===== config.mk =====
export PLATFORM = sky130hd
export DESIGN_NAME = bin2bcd_seq_flat
export DESIGN_NICKNAME = d
export VERILOG_FILES = /design/src/rtl/bin2bcd_seq_if.sv /design/src/rtl/bin2bcd_seq.sv /design/src/flat_wrapper.sv
export SDC_FILE = /design/constraint.sdc
export NUM_CORES = 1
export LEC_CHECK = 0
export CAP_MARGIN = 20
export CORE_UTILIZATION = 58
export DETAILED_ROUTE_END_ITERATION = 16
export PLACE_DENSITY = 0.83
export SLEW_MARGIN = 20
export SYNTH_ARGS = -nofsm -noshare
export SYNTH_HDL_FRONTEND = slang
export SYNTH_SLANG_ARGS = --single-unit

===== constraint.sdc =====
create_clock -name CLOCK_50 -period 3.34 [get_ports CLOCK_50]
set_clock_uncertainty 0.1 [all_clocks]
set_input_delay 0.501 -clock CLOCK_50 [delete_from_list [all_inputs] [get_ports CLOCK_50]]
set_output_delay 0.501 -clock CLOCK_50 [all_outputs]
set_load 0.02 [all_outputs]

===== src/rtl/bin2bcd_seq_if.sv =====
// Conversion handshake and result bus for bin2bcd_seq.
interface bin2bcd_seq_if #(
  parameter int WIDTH  = 8,
  parameter int DIGITS = 3
);
  logic                  start;
  logic [WIDTH-1:0]      bin;
  logic                  busy;
  logic                  done;
  logic [4*DIGITS-1:0]   bcd;
  logic [DIGITS-1:0]     blank_mask;
  logic                  ovf;

  modport master (output start, bin, input busy, done, bcd, blank_mask, ovf);
  modport slave  (input start, bin, output busy, done, bcd, blank_mask, ovf);
endinterface


===== src/rtl/bin2bcd_seq.sv =====
// Iterative double-dabble binary-to-BCD converter, one input bit per clock,
// with overflow flag and leading-zero blanking mask for the 7-seg drivers.
module bin2bcd_digit (
  input  logic [3:0] d,
  input  logic       cin,
  output logic [3:0] q,
  output logic       cout
);
  logic [3:0] adj;
  assign adj  = (d >= 4'd5) ? d + 4'd3 : d;
  assign q    = {adj[2:0], cin};
  assign cout = adj[3];
endmodule

module bin2bcd_seq #(
  parameter int WIDTH  = 8,
  parameter int DIGITS = 3
) (
  input  logic          CLOCK_50,
  input  logic          reset,
  bin2bcd_seq_if.slave  conv
);
  localparam int CW = $clog2(WIDTH + 1);
  localparam logic [DIGITS-1:0] MASK_RST = {DIGITS{1'b1}} ^ DIGITS'(1);

  typedef enum logic [1:0] {IDLE, SHIFT, FINISH} state_t;
  state_t state, state_nxt;

  logic [CW-1:0]          cnt;
  logic [WIDTH-1:0]       sr;
  logic [DIGITS-1:0][3:0] scratch, shifted, bcd_q;
  logic [DIGITS:0]        carry;
  logic                   ovf_acc, ovf_q, done_q;
  logic [DIGITS-1:0]      mask_q, mask_nxt;

  // Digit chain: shift-register MSB enters digit 0, top carry-out is lost
  // into the overflow accumulator.
  assign carry[0] = sr[WIDTH-1];
  for (genvar k = 0; k < DIGITS; k++) begin : g_dig
    bin2bcd_digit u_dig (
      .d    (scratch[k]),
      .cin  (carry[k]),
      .q    (shifted[k]),
      .cout (carry[k+1])
    );
  end

  always_comb begin
    logic z;
    mask_nxt = '0;
    z        = 1'b1;
    for (int k = DIGITS - 1; k >= 1; k--) begin
      z           = z & (scratch[k] == 4'd0);
      mask_nxt[k] = z;
    end
  end

  always_ff @(posedge CLOCK_50) begin
    if (reset) state <= IDLE;
    else       state <= state_nxt;
  end

  always_comb begin
    state_nxt = state;
    case (state)
      IDLE:    if (conv.start) state_nxt = SHIFT;
      SHIFT:   if (cnt == CW'(1)) state_nxt = FINISH;
      FINISH:  state_nxt = IDLE;
      default: state_nxt = IDLE;
    endcase
  end

  always_ff @(posedge CLOCK_50) begin
    if (reset) begin
      cnt     <= '0;
      sr      <= '0;
      scratch <= '0;
      ovf_acc <= 1'b0;
      bcd_q   <= '0;
      ovf_q   <= 1'b0;
      mask_q  <= MASK_RST;
      done_q  <= 1'b0;
    end else begin
      done_q <= 1'b0;
      case (state)
        IDLE: if (conv.start) begin
          sr      <= conv.bin;
          scratch <= '0;
          ovf_acc <= 1'b0;
          cnt     <= CW'(WIDTH);
        end
        SHIFT: begin
          scratch <= shifted;
          sr      <= {sr[WIDTH-2:0], 1'b0};
          ovf_acc <= ovf_acc | carry[DIGITS];
          cnt     <= cnt - CW'(1);
        end
        FINISH: begin
          bcd_q  <= scratch;
          ovf_q  <= ovf_acc;
          mask_q <= mask_nxt;
          done_q <= 1'b1;
        end
        default: ;
      endcase
    end
  end

  assign conv.busy       = (state != IDLE);
  assign conv.done       = done_q;
  assign conv.bcd        = bcd_q;
  assign conv.ovf        = ovf_q;
  assign conv.blank_mask = mask_q;
endmodule

===== src/flat_wrapper.sv =====
// flat-port wrapper written by rule: the top's interface ports become plain ports
module bin2bcd_seq_flat 
#(
  parameter int WIDTH  = 8,
  parameter int DIGITS = 3
)
  (CLOCK_50, reset, conv_start, conv_bin, conv_busy, conv_done, conv_bcd, conv_blank_mask, conv_ovf);
  bin2bcd_seq_if #(.WIDTH(WIDTH), .DIGITS(DIGITS)) conv_i ();
  input  logic CLOCK_50;
  input  logic reset;
  input wire logic [$bits(conv_i.start)-1:0] conv_start;
  input wire logic [$bits(conv_i.bin)-1:0] conv_bin;
  output wire logic [$bits(conv_i.busy)-1:0] conv_busy;
  output wire logic [$bits(conv_i.done)-1:0] conv_done;
  output wire logic [$bits(conv_i.bcd)-1:0] conv_bcd;
  output wire logic [$bits(conv_i.blank_mask)-1:0] conv_blank_mask;
  output wire logic [$bits(conv_i.ovf)-1:0] conv_ovf;
  assign conv_i.start = conv_start;
  assign conv_i.bin = conv_bin;
  assign conv_busy = conv_i.busy;
  assign conv_done = conv_i.done;
  assign conv_bcd = conv_i.bcd;
  assign conv_blank_mask = conv_i.blank_mask;
  assign conv_ovf = conv_i.ovf;
  bin2bcd_seq #(.WIDTH(WIDTH), .DIGITS(DIGITS)) u_core (.CLOCK_50(CLOCK_50), .reset(reset), .conv(conv_i));
endmodule

## Word-level counts from Yosys, hierarchy flattened

Cells that the tools add are included.

| cells by class | value |
|---|---|
| add/subtract/negate cells | 4 |
| magnitude comparators | 3 |
| muxes and demuxes | 15 |
| equality and inequality tests | 5 |
| bitwise gates (word level) | 2 |
| reduce and logical (&&, ||, !) cells | 7 |

Operators by type and width:

| cell | number |
|---|---|
| $pmux 12 s2 | 1 |
| $mux 4 | 4 |
| $pmux 8 s2 | 1 |
| $add 4x2->4 const B | 3 |
| $ge 4x3->1 const B | 3 |
| $mux 12 | 1 |
| $logic_not 4->1 | 2 |
| $mux 8 | 1 |
| $pmux 4 s2 | 1 |
| $eq 4x1->1 const B | 1 |
| $mux 2 | 2 |
| $pmux 2 s2 | 1 |
| $reduce_and 2->1 | 2 |
| $reduce_bool 2->1 | 2 |
| $sub 4x1->4 const B | 1 |
| $eq 2x1->1 const B | 1 |
| $eq 2x2->1 const B | 1 |
| $logic_not 2->1 | 1 |
| $mux 1 | 2 |
| $ne 2x1->1 const B | 1 |
| $ne 2x2->1 const B | 1 |
| $pmux 1 s2 | 1 |
| $and 1x1->1 | 1 |
| $or 1x1->1 | 1 |

| storage, ports and cells | value |
|---|---|
| register bits after elaboration | 43 |
| output and inout port bits | 18 |
| input port bits | 11 |
| word-level logic and storage cells | 49 |

## Logic depth before layout (Yosys ltp)

Gate-level depths: netlist of run 1.

| depth | value |
|---|---|
| depth after elaboration | 4 |
| depth in mapped cells | 6 |
| depth with buffers taken out | 5 |

## Modules after synthesis

From an unflattened synthesis of run 1, not the netlist that was laid out.

| second synthesis, totals | value |
|---|---|
| cells, all modules | 245 |
| area, all modules | 2053.2 sq um |

Modules (own cells, without submodules):

| module | seq. area each (sq um) | cells each | area each (sq um) | instances |
|---|---|---|---|---|
| bin2bcd_seq | 860.8 | 194 | 1726.7 | 1 |
| bin2bcd_digit | 0.0 | 17 | 108.9 | 3 |

## Worst setup path after synthesis of run 1

OpenSTA, ideal clock, no wires.

| timing path | value |
|---|---|
| kind | register -> output |
| start | reg u_core.state[1] |
| end | out conv_busy |
| cell stages (with the launch flop) | 4 |
| data required time | 2739 ps |
| data arrival time | 971 ps |
| path buffers | 2 |
| path slack | 1768 ps |
| cells stage by stage | dfxtp_1 -> buf_4 -> buf_6 -> or2_2 |

| between the ends | value |
|---|---|
| word-level cells in the longest chain between the ends | 1 |

Ends and longest elaborated chain:

| element | RTL line | text |
|---|---|---|
| start, declared | bin2bcd_seq.sv:27 | `state_t state, state_nxt;` |
| start signal, assigned | bin2bcd_seq.sv:60 | `else state <= state_nxt;` |
| $reduce_bool 2->1 | bin2bcd_seq.sv:109 | `assign conv.busy = (state != IDLE);` |
| end, declared | flat_wrapper.sv:13 | `output wire logic [$bits(conv_i.busy)-1:0] conv_busy;` |

Every way passes these cells.

## Worst setup path after layout of run 1

| timing path | value |
|---|---|
| start | reg u_core.state[0] |
| end | out conv_busy |

Same word-level chain as after synthesis.

==> results of run 1 <==
-- worst min-delay path by stage --
stage	startpoint	end	slack, ps	cells after the start
after detailed placement	u_core.ovf_acc$_SDFFE_PP0P_	u_core.conv.ovf$_SDFFE_PP0P_	340	2
after global routing	u_core.ovf_acc$_SDFFE_PP0P_	u_core.conv.ovf$_SDFFE_PP0P_	390	2
after CTS	u_core.ovf_acc$_SDFFE_PP0P_	u_core.conv.ovf$_SDFFE_PP0P_	350	2
final	u_core.ovf_acc$_SDFFE_PP0P_	u_core.conv.ovf$_SDFFE_PP0P_	350	2
after floorplan	u_core.ovf_acc$_SDFFE_PP0P_	u_core.conv.ovf$_SDFFE_PP0P_	330	2
after global placement	u_core.ovf_acc$_SDFFE_PP0P_	u_core.conv.ovf$_SDFFE_PP0P_	340	2
-- layout make-up --
class	count	area, um^2	area share, %
clock buffer	5	68.8	2.77
clock inverter	3	15.0	0.604
inverter	22	82.6	3.32
multi-input combinational	170	1090	44.0
sequential	43	861	34.6
tap	46	57.6	2.32
timing repair buffer	32	308	12.4
-- registers in the layout (all words and copies together), names as in the netlist --
register                cells
u_core.state                2
u_core.conv.done            1
u_core.cnt                  4
u_core.scratch             12
u_core.conv.bcd            12
u_core.ovf_acc              1
u_core.conv.blank_mask      2
u_core.sr                   8
u_core.conv.ovf             1
-- worst max-delay path: stages (launching register included) --
cell and delay [ps]:
dfxtp_1 490, buf_4 250, or2_2 130, clkdlybuf4s50_1 590
-- through the flow --
| step | cell area [um^2] | power, mW | util (%) |
|---|---|---|---|
| global placement | 2400 | 0.664 | 69.8 |
| CTS | 2480 | 0.978 | 72.2 |
| global route | 2480 | 1.02 | 72.2 |
| detailed placement | 2400 | 0.668 | 69.8 |
| floorplan | 2140 | 0.636 | - |
| finish | 2480 | 0.974 | 72.2 |
-- synthesized netlist by cell type (2+ instances only) --
library cell  count
dfxtp_1          43
nor2_1           20
nor3b_2           2
o221a_2           7
nor2b_1           4
nand3b_1          8
o21a_1            3
o211ai_1          6
a211oi_1          2
a311oi_1          2
buf_6             2
buf_2             9
xnor2_1           3
a21oi_1          31
and3_1            2
nand2_1          31
nand3_1           3
ha_1              9
inv_1            22
buf_4             3
a22oi_1           2
clkbuf_1          4
o21ai_0           3
nand2b_1          5
nor4b_2           2
o41ai_1           3
o21ai_1           3
o2111ai_1         6
-- where the power goes --
part	internal, mW	switching, mW	total, mW
Combinational	0.0515	0.0612	0.113
Clock	0.143	0.174	0.317
Sequential	0.529	0.0159	0.545
-- cell families after synthesis --
group,Yosys count,share of synthesized area [%]
other,1,0.175
AND/OR/NAND/NOR,84,20.7
flip-flops,43,40.2
buffers and inverters,40,8.77
XOR/XNOR,3,1.23
adder cells (fa/ha/maj),9,5.26
AO/OA/AOI/OAI,73,23.7
-- routing by layer --
layer	global-route usage (%)	up-vias
met4	11.9	0
met3	5.47	9
met5	0	-
met1	32.2	874
met2	40.6	40
li1	-	917
==> impl_results.md, run 1 <==
* Initial antenna violation count at 0
* Clk buf depth at 2
* Synth unique cells at just over 40
* Avg Inst Size Synth at 8.46 um^2
* Die height at 62.8 um
* HP Class: flip-flop to flip-flop
* Root Buffer: clkbuf_8
* CP Launch Type: flip-flop
* DRC viols at 0
* Outcome: complete, no violations
* Core Box Area at 3440 um^2
* Antenna cells at 0
* Vias in the first global route at ~1800
* DR WL/cell at 13.9 um
* TritonCTS buffer count at 5
* Reg2Reg Depth at 3
* Final Setup Violations at 0
* Most frequent cells in the layout: dfxtp_1, nand2_1, a21oi_1
* Placed insts at ~310
* Metal2 WL at ~2100 um
* MaxCap Viol Count at 0
* CP startpoint: u_core.state[0]$_SDFFE_PP0P_
* Post-Synthesis Cells at 253
* Yosys warns at 0
* DR top layer: met4
* Detail Route Antenna Nets at 0
* Hold WS at 354 ps
* Post-synthesis net count at approximately 270
* Reg2Reg Setup Slack at 1550 ps
* Cell type with the largest total area after synthesis: dfxtp_1
* Htree depth at 2
* R2R Path End: u_core.cnt[3]$_SDFFE_PP0P_
* Overall global routing resource usage at 25.3%
* WL met3 at 172 um
* Initial core utilization at 62.2%
* # resized after CTS at 0
* Worst-Margin Slew at 774 ps
* Cell Pwr Density at roughly 400 nW/um^2
* P_leak at 0.875 nW
* Fill cells at 280
* Hpwl dp at 3100 um
* Row cnt at 21
* Post-Route WL at 4470 um
* Vias at about 1800
* Number of synthesized flops with an enable pin at 0
* Peak VDD IR at 284 uV
* Post-synth top area share at 40.2%
* Die X at 62.8 um
* Worst Setup End Kind: primary output
* Synth Cell Area at about 2100 um^2
* Crit-path max FO at 10
* TritonCTS clock tree: built
* Final Hold Fails at 0
* F_max at roughly 420 MHz
* CP Data Arrival Time at 1750 ps
* Fin crit period at between 2000 and 2500 ps
* I/O Buffers at 27
* Synth top area cells: dfxtp_1, a21oi_1, nand2_1
* Layout cell share with drive strength beyond 1 at 10.2%
* # hold bufs at CTS at 0
* Worst r2r src: u_core.state[0]$_SDFFE_PP0P_
* I/O pins at 29
* Async S/R FF share, synth at 0%
* Setup Total Neg Slack at 0 ps
* Commonest non-fill, non-tap cell in the layout: dfxtp_1
* # Post-CTS Setup Buffers at 0
* Drt pass-1 iters at 5
* Clock Sinks at 43
* Largest net degree at the start of global routing at 31
* Nets at a little under 300
* Max-slew violations at 0
* Clk Latency, worst-skew pair at 300 ps
* Synthesized flop and latch total at 43
* P&R area growth vs syn at 16.1%
* Ys flop type: dfxtp_1
* Met1 wire length at 2120 um
* Initial DRC count at 116
* Post-route insts no fill at 321
* Sequential area share after synthesis at 40.2%
* Final GP Congestion at between 0.8 and 0.9
* Critical Path RT at roughly 2700 ps
* Max_slew headroom at 48.2%
* First-pass GRT wire length at 7900 um
* Vias/cell at 5.73
* Clk pin slew, worst setup/hold paths at approximately 80 ps
* CP Class: flip-flop to primary output
* PnR worst setup slack at around 980 ps
* Die ar. at 3940 um^2
* Crit path to: conv_busy
* RSZ-0062 raised after global routing: no
* Grt ovf at 0
* Setup slack at placement at 1070 ps
* Final period util at 70.5%
Power figures use the tool's default switching activity.
==> run 2: changes to the inputs <==
--- a/config.mk
+++ b/config.mk
@@ -6,9 +6,9 @@
 export NUM_CORES = 1
 export LEC_CHECK = 0
 export CAP_MARGIN = 20
-export CORE_UTILIZATION = 58
+export CORE_UTILIZATION = 49
 export DETAILED_ROUTE_END_ITERATION = 16
-export PLACE_DENSITY = 0.83
+export PLACE_DENSITY = 0.74
 export SLEW_MARGIN = 20
 export SYNTH_ARGS = -nofsm -noshare
 export SYNTH_HDL_FRONTEND = slang
==> constraint.sdc (replaced) <==
create_clock -name CLOCK_50 -period 2 [get_ports CLOCK_50]
set_clock_uncertainty 0.1 [all_clocks]
set_input_delay 0.3 -clock CLOCK_50 [delete_from_list [all_inputs] [get_ports CLOCK_50]]
set_output_delay 0.3 -clock CLOCK_50 [all_outputs]
set_load 0.02 [all_outputs]
==> run 2 against run 1 <==
Sequential share of layout area is 1.1 points lower. Sequential cell count is the same. Routed wire length is 1.3% higher. Critical path type unchanged. Largest power group unchanged. Die area is 18% higher. Clock power grew 91%. Final area grew 3.2%. Non-clock buffer count increased by 6. Combinational power is 82% higher. First-iteration DRC count grew 16%. Cell count grew 3.1%. Register-to-register slack worse by 1200 ps.
==> impl_results.md, run 2 (synthesis results as in run 1) <==
* Htree depth at 2 (unchanged)
* DR WL/cell at 13.7 um (was 13.9 um)
* P&R area growth vs syn at 19.8% (was 16.1%)
* CP Data Arrival Time at 1460 ps (was 1750 ps)
* Outcome: complete, no violations (unchanged)
* R2R Path End: u_core.scratch[8]$_SDFFE_PP0P_ (was u_core.cnt[3]$_SDFFE_PP0P_)
* Max-slew violations at 0 (unchanged)
* Vias at 1837 (was 1840)
* Slowest cell on crit path: clkdlybuf4s50_1 (unchanged)
* Most frequent cells in the layout: dfxtp_1, nand2_1, a21oi_1 (unchanged)
* Power, Total at 1.72 mW (was 0.974 mW)
* Initial core utilization at 52.4% (was 62.2%)
* Post-route insts no fill at 331 (was 321)
* I/O pins at 29 (unchanged)
* HP Class: flip-flop to flip-flop (unchanged)
* Vias/cell at 5.55 (was 5.73)
* Critical Path RT at 1600 ps (was 2740 ps)
* Endpoint, Worst Hold: u_core.conv.bcd[3]$_SDFFE_PP0P_ (was u_core.conv.ovf$_SDFFE_PP0P_)
* RSZ-0062 raised after global routing: no (unchanged)
* Commonest non-fill, non-tap cell in the layout: dfxtp_1 (unchanged)
* Reg2Reg Depth at 5 (was 3)
* CP Launch Type: flip-flop (unchanged)
* Worst-Margin Slew at 510 ps (was 774 ps)
* Layout cell share with drive strength beyond 1 at 11.7% (was 10.2%)
* Crit path cell chain: or2_2 > clkdlybuf4s50_1 (was buf_4 > or2_2 > clkdlybuf4s50_1)
* Largest net degree at the start of global routing at 29 (was 31)
* Detail Route Antenna Nets at 0 (unchanged)
* Final GP Congestion at 0.849 (was 0.866)
* Peak VDD IR at 410 uV (was 284 uV)
* Worst r2r src: u_core.scratch[4]$_SDFFE_PP0P_ (was u_core.state[0]$_SDFFE_PP0P_)
* Reg2Reg Setup Slack at 350 ps (was 1550 ps)
* # Post-CTS Setup Buffers at 0 (unchanged)
* Nets at 300 (was 294)
* Initial antenna violation count at 0 (unchanged)
* MaxCap Viol Count at 0 (unchanged)
* Die X at 68.1 um (was 62.8 um)
* Die ar. at 4640 um^2 (was 3940 um^2)
* Clock Sinks at 43 (unchanged)
* Fill cells at 374 (was 280)
* Overall global routing resource usage at 21.7% (was 25.3%)
* Max stage delay on crit path at 540 ps (was 590 ps)
* Grt ovf at 0 (unchanged)
* # hold bufs at CTS at 0 (unchanged)
* Clk pin slew, worst setup/hold paths at 80 ps (about the same)
* WHS Path Cells at 2 (unchanged)
* Core Box Area at 4090 um^2 (was 3440 um^2)
* Initial DRC count at 134 (was 116)
* Fin crit period at about 1900 ps
* # resized after CTS at 0 (unchanged)
* DRC viols at 0 (unchanged)
* I/O Buffers at 27 (unchanged)
* Antenna cells at 0 (unchanged)
* Clk buf depth at 2 (unchanged)
* P_leak at 0.914 nW (was 0.875 nW)
* Die height at 68.1 um (was 62.8 um)
* Final period util at approximately 93%
* Hold_sp: u_core.conv.bcd[3]$_SDFFE_PP0P_ (was u_core.ovf_acc$_SDFFE_PP0P_)
* Row cnt at 23 (was 21)
* Setup Total Neg Slack at 0 ps (unchanged)
* Clk Latency, worst-skew pair at 300 ps (about the same)
* Post-Route WL at 4520 um (was 4470 um)
* Root Buffer: clkbuf_8 (unchanged)
* TritonCTS clock tree: built (unchanged)
* Vias in the first global route at 1692 (was 1834)
* Hpwl dp at 3030 um (was 3100 um)
* Worst Setup End Kind: primary output (unchanged)
* TritonCTS buffer count at 5 (unchanged)
* CP Class: flip-flop to primary output (unchanged)
* First-pass GRT wire length at 7560 um (was 7900 um)
* Crit-path max FO at 3 (was 10)
* Drt pass-1 iters at 4 (was 5)
* Max_slew headroom at 66.0% (was 48.2%)
* Final Hold Fails at 0 (unchanged)
* F_max at roughly 540 MHz
* Placed insts at 323 (was 313)
* Cell Pwr Density at 669 nW/um^2 (was 392 nW/um^2)
* Final Setup Violations at 0 (unchanged)
run 2: power breakdown:
part / total (mW) / internal [mW] / switching (mW)
logic: 0.206 / 0.0979 / 0.108
clock network: 0.605 / 0.315 / 0.290
registers: 0.905 / 0.883 / 0.0221
run 2: how the worst max path moves through the flow:
stage                                   start  slack, ps                                endpoint  cells after the start
2_1_floorplan  u_core.scratch[8]$_SDFFE_PP0P_        560  u_core.conv.blank_mask[1]$_SDFFE_PP1P_                      5
3_3_place_gp                            reset        340          u_core.scratch[6]$_SDFFE_PP0P_                      5
3_5_place_dp                       conv_start        310             u_core.ovf_acc$_SDFFE_PP0P_                      4
4_1_cts          u_core.state[0]$_SDFFE_PP0P_        130                               conv_busy                      2
5_1_grt          u_core.state[0]$_SDFFE_PP0P_        100                               conv_busy                      2
6_report         u_core.state[0]$_SDFFE_PP0P_        140                               conv_busy                      2
run 2: area by class of cell:
cell class	count	area, um^2	share of cell area, %
multi-input combinational	170	1090	42.6
clock buffer	8	100	3.90
timing repair buffer	38	365	14.3
sequential	43	861	33.6
tap	50	62.6	2.44
inverter	22	82.6	3.22
run 2: per-layer routing:
layer | global-route usage, % | up-vias | share of wire (%) | routed length [um]
met5 | 0 | - | 0 | 0
met4 | 7.03 | 0 | 0.95 | 43
met3 | 4.00 | 4 | 3.6 | 161
met2 | 36.6 | 32 | 47 | 2130
met1 | 27.6 | 864 | 48 | 2190
li1 | - | 937 | - | -
run 2: stage by stage:
step	instance area [um^2]	setup slack [ps]	util [%]	hold slack [ps]
floorplan	2140	565	-	327
detailed placement	2460	315	60.3	346
global route	2560	103	62.7	382
finish	2560	140	62.7	355
CTS	2560	132	62.7	356
global placement	2460	344	60.3	344
run 2: critical path, delay by kind of cell, from the launching register on:
kind,cells,cell delay (ps)
flip-flops,1,330
AND/OR/NAND/NOR,1,300
buffers and inverters,1,540
==> run 3: changes to the inputs <==
--- a/config.mk
+++ b/config.mk
@@ -9,7 +9,7 @@
 export CORE_UTILIZATION = 49
 export DETAILED_ROUTE_END_ITERATION = 16
 export PLACE_DENSITY = 0.74
-export SLEW_MARGIN = 20
+export SLEW_MARGIN = 40
 export SYNTH_ARGS = -nofsm -noshare
 export SYNTH_HDL_FRONTEND = slang
 export SYNTH_SLANG_ARGS = --single-unit
==> results of run 3 <==
The final DEF is identical to that of run 2; final timing and power are the same.
